<file path="src/rtl/cart_bus_seq.sv">
// cart_bus_seq
//   Sequences one CPU read or write onto a cartridge pin interface. Each
//   access runs IDLE -> SETUP -> STROBE -> HOLD -> IDLE. The address and
//   write data are held stable for the whole access. The write strobe is
//   only raised during STROBE of a write. Read data is captured as STROBE
//   ends. A one-cycle completion pulse is issued on returning to IDLE.
//
// Parameters
//   SETUP_CYC   cycles the address is stable before the strobe (1..15)
//   STROBE_CYC  cycles the strobe is held (1..15)
//   HOLD_CYC    cycles address/data are held after the strobe (1..15)
//
// Ports
//   clk               system clock, rising edge
//   n_rst             asynchronous active-low reset
//   req_valid         CPU request present
//   req_ready         sequencer can accept a request (IDLE only)
//   req_write         1 = write, 0 = read
//   req_addr          request address
//   req_wdata         write data
//   rsp_valid         one-cycle completion pulse
//   rsp_rdata         data of the most recent completed read
//   busy              access in progress
//   bus_addr          address to the cartridge pins
//   bus_write_enable  active-high write strobe to the cartridge pins
//   bus_write_value   write data to the cartridge pins
//   bus_read_value    data returned from the cartridge pins
module cart_bus_seq #(
  parameter int SETUP_CYC  = 2,
  parameter int STROBE_CYC = 8,
  parameter int HOLD_CYC   = 1
) (
  input  logic        clk,
  input  logic        n_rst,
  input  logic        req_valid,
  output logic        req_ready,
  input  logic        req_write,
  input  logic [15:0] req_addr,
  input  logic [7:0]  req_wdata,
  output logic        rsp_valid,
  output logic [7:0]  rsp_rdata,
  output logic        busy,
  output logic [15:0] bus_addr,
  output logic        bus_write_enable,
  output logic [7:0]  bus_write_value,
  input  logic [7:0]  bus_read_value
);

  // The counter is loaded with (cycles - 1) on state entry, so a state
  // lasts exactly its parameter's number of cycles when it exits at zero.
  localparam logic [3:0] SETUP_LOAD  = 4'(SETUP_CYC - 1);
  localparam logic [3:0] STROBE_LOAD = 4'(STROBE_CYC - 1);
  localparam logic [3:0] HOLD_LOAD   = 4'(HOLD_CYC - 1);

  typedef enum logic [1:0] {
    IDLE,
    SETUP,
    STROBE,
    HOLD
  } state_t;

  state_t     state;
  logic [3:0] cnt;
  logic       is_write;
  logic       cnt_done;

  assign cnt_done = (cnt == 4'd0);

  // Every output is a register. The async reset therefore drops the write
  // strobe at once and cancels any pending completion pulse.
  always_ff @(posedge clk or negedge n_rst) begin
    if (!n_rst) begin
      state            <= IDLE;
      cnt              <= 4'd0;
      is_write         <= 1'b0;
      req_ready        <= 1'b1;
      busy             <= 1'b0;
      rsp_valid        <= 1'b0;
      rsp_rdata        <= 8'h00;
      bus_addr         <= 16'h0000;
      bus_write_value  <= 8'h00;
      bus_write_enable <= 1'b0;
    end else begin
      rsp_valid <= 1'b0;
      case (state)
        IDLE: begin
          // bus_addr / bus_write_value keep their last values until the next acceptance
          if (req_valid) begin
            state           <= SETUP;
            cnt             <= SETUP_LOAD;
            is_write        <= req_write;
            bus_addr        <= req_addr;
            bus_write_value <= req_wdata;
            req_ready       <= 1'b0;
            busy            <= 1'b1;
          end
        end
        SETUP: begin
          if (cnt_done) begin
            state            <= STROBE;
            cnt              <= STROBE_LOAD;
            bus_write_enable <= is_write;
          end else begin
            cnt <= cnt - 4'd1;
          end
        end
        STROBE: begin
          // read data is taken on the edge that closes the last strobe cycle
          if (cnt_done) begin
            state            <= HOLD;
            cnt              <= HOLD_LOAD;
            bus_write_enable <= 1'b0;
            if (!is_write) begin
              rsp_rdata <= bus_read_value;
            end
          end else begin
            cnt <= cnt - 4'd1;
          end
        end
        HOLD: begin
          // ready returns together with rsp_valid so back-to-back requests need no gap
          if (cnt_done) begin
            state     <= IDLE;
            req_ready <= 1'b1;
            busy      <= 1'b0;
            rsp_valid <= 1'b1;
          end else begin
            cnt <= cnt - 4'd1;
          end
        end
        default: begin
          state <= IDLE;
        end
      endcase
    end
  end

endmodule

</file>
<file path="config.mk">
export PLATFORM = sky130hd
export DESIGN_NAME = cart_bus_seq
export DESIGN_NICKNAME = d
export VERILOG_FILES = /design/src/rtl/cart_bus_seq.sv
export SDC_FILE = /design/constraint.sdc
export NUM_CORES = 1
export LEC_CHECK = 0
export ABC_AREA = 1
export CAP_MARGIN = 30
export CORE_ASPECT_RATIO = 0.75
export CORE_UTILIZATION = 35
export DETAILED_ROUTE_END_ITERATION = 10
export PLACE_DENSITY = 0.66
export SYNTH_ARGS = -nofsm -noshare
export SYNTH_HDL_FRONTEND = slang
export SYNTH_SLANG_ARGS = --single-unit
</file>
<file path="constraint.sdc">
create_clock -name clk -period 1.9 [get_ports clk]
set_clock_uncertainty 0.2 [all_clocks]
set_input_delay 0.38 -clock clk [delete_from_list [all_inputs] [get_ports clk]]
set_output_delay 0.38 -clock clk [all_outputs]
set_load 0.01 [all_outputs]
</file>
==> run metrics <==
worst path required time=1.32 ns; CTS max path bufs=2; 1st-iter DRT viols=64; io pins=72; initial core utilization=37.8%; combinational share of power=51.1%; Worst-Skew Late Latency=0.29 ns; Sequential Area=1080 sq um; Netlist cell types=24; root buf cell=clkbuf_8; drt via density=4.38; DP HPWL=3.28 mm; WP data arrival=1.21 ns; n_diodes=0; Synth top area share=54.9%; total number of vias=1,654; vias in the first global route=1,596; gpl congestion=0.786; total grt overflow=0; crit path cell chain=clkdlybuf4s50_1; power per cell area=1630 nW/um^2; FF-to-FF path depth=9; Slew HR=72.5%; die width=87.4 um; Leak Pwr=1.46 nW; total of max-cap violations=0; CP peak stage delay=0.55 ns; Clk network pwr share=13.8%; CP delay by family, top=buffers and inverters; post-detailed-route wirelength per cell=11.8 um; Slew Limit Fails=0; Die Ht=66.1 um; Int Pwr=2.85 mW; Clock Pin Slew Worst Setup and Hold Paths=0.08 ns; area occupied by multi-input gates=762 sq um; Inserted Clock Buffers=5; num rows=22; post-layout util=56.3%; min-delay worst type=flip-flop to flip-flop; critical path startpoint category=flip-flop; Synth Cell Area=1910 sq um; Final Instance Area=2850 sq um; dominant cells by area after synthesis=dfrtp_1 (55%), nand2_1 (23%), nand3_1 (4.4%); Worst Tran Pin Value=0.412 ns; first-pass GRT wire length=7.34 mm; Net Count, Synth=266; Psw=1.79 mW; DRT Pass-1 Iters=4; port bufs=71; dpl cell area=2740 sq um; post-synthesis average cell area=8.55 sq um; crit end category=output port; slowest CP cell=clkdlybuf4s50_1; synth warn=0; DIE AREA=5770 sq um; Setup Crit Path Kind=flip-flop to output port; hold_ws=0.273 ns; CTS tree=built; Hold Path Cell Cnt=2; status=finished, final reports clean; commonest non-fill, non-tap cell in the layout=nand2_1; H-tree depth=2; setup TNS=0 ns; Seq pwr share=35.1%; Switching Share=38.6%; Worst VDD drop=0.608 mV; Power, Total=4.64 mW; Synth Instances=224; Layout area overhead=49.0%; RSZ-0062 raised after global routing=false; setup violators final=0; proportion of layout cells with a drive suffix above 1=9.15%; Antenna Violating Nets Remaining=0; Final Hold Fails=0; pin count of the biggest net entering global routing=19; # fillers=489; area leader, netlist=dfrtp_1; final worst path period share=94.5%; initial antenna violation count=0; Levels on crit path=1; Achievable Freq=557 MHz; most frequent cells in the layout=nand2_1 (117), clkdlybuf4s50_1 (69), dfrtp_1 (42), nand3_1 (17), inv_1 (12); total clock sinks=43; net count reported at finish=347; total core area=5060 sq um; GRT Total Usage=16.8%; DRC=0; Seq cells post-synth=43; sequential-to-total area share from yosys stat=56.3%; Post-Route WL=4.45 mm; post-route minimum period=1.79 ns; Worst Path Buf+Inv=1; Max Fanout on Critical Path=2
stage by stage:
step	std cells	setup WS, ns
after floorplan	224	0.352
after global placement	369	0.217
after detailed placement	369	0.169
after CTS	378	0.0853
after global routing	378	0.0597
final	378	0.105
layer usage:
metal	share of wire (%)	vias up	wire length [um]	track usage [%]
met3	6.4	5	285	4.24
met5	0	-	0	0
met2	41	48	1840	24.4
met1	51	756	2270	23.6
met4	1.1	0	50	7.38
li1	-	845	-	-
registers in the layout, indices dropped and copies added, names as in the netlist:
register          cells
bus_write_value       8
bus_addr             16
rsp_rdata             8
req_ready             1
cnt                   4
rsp_valid             1
is_write              1
bus_write_enable      1
state                 2
busy                  1
cell families after synthesis:
kind of cell,share of synthesized area (%)
buffers and inverters,3.92
XOR/XNOR,0.458
AO/OA/AOI/OAI,2.29
AND/OR/NAND/NOR,33.1
adder cells (fa/ha/maj),3.92
flip-flops,56.3
power by group through the flow:
stage / Clock, mW / Sequential (mW) / Combinational, mW
floorplan: 0 / 1.78 / 1.13
global placement: 0 / 1.63 / 2.36
detailed placement: 0 / 1.63 / 2.40
CTS: 0.665 / 1.63 / 2.40
global route: 0.707 / 1.68 / 2.65
finish: 0.641 / 1.63 / 2.37
repair_timing:
| action | 4_1_cts | 5_1_grt |
|---|---|---|
| gates resized for setup | 1 | 0 |
| endpoints found under the hold margin | 14 | 0 |
| endpoints found under the setup margin | 1 | 0 |
| hold buffers | 1 | 0 |
| setup buffers | 0 | 0 |
cell type report:
cell class,count,area share (%)
multi-input cells,162,26.7
well taps,72,3.16
inverters,14,1.84
flip-flops and latches,43,37.8
repair buffers,79,26.9
clock buffers,7,3.38
clock inverters,1,0.263
final timing paths:
kind	slack (ns)	startpoint	end
hold / removal	0.27	rsp_rdata[6]$_DFFE_PN0P_	rsp_rdata[6]$_DFFE_PN0P_
max in group asynchronous	0.59	n_rst	state[1]$_DFFE_PN0P_
setup / recovery	0.11	bus_write_value[0]$_DFFE_PN0P_	bus_write_value[0]
hold reg to reg	0.27	rsp_rdata[6]$_DFFE_PN0P_	rsp_rdata[6]$_DFFE_PN0P_
min in group asynchronous	0.36	n_rst	cnt[0]$_DFFE_PN0P_
setup reg to reg	0.23	state[0]$_DFFE_PN0P_	cnt[3]$_DFFE_PN0P_
cells in the mapped netlist:
cell      number
o21ai_0        2
inv_1         12
nand2_4        2
or2_2          1
nand2_1      117
xnor2_1        1
o21bai_1       1
ha_1           6
nand3_1       17
nand2_2        4
buf_2          3
clkinv_1       1
or2_1          1
nor2_4         1
nor2_8         1
a21oi_4        1
clkbuf_1       1
inv_2          1
dfrtp_1       42
nor2_1         5
o21ai_1        1
buf_1          1
a21oi_1        1
dfstp_2        1
(Power assumes the default switching activity.)
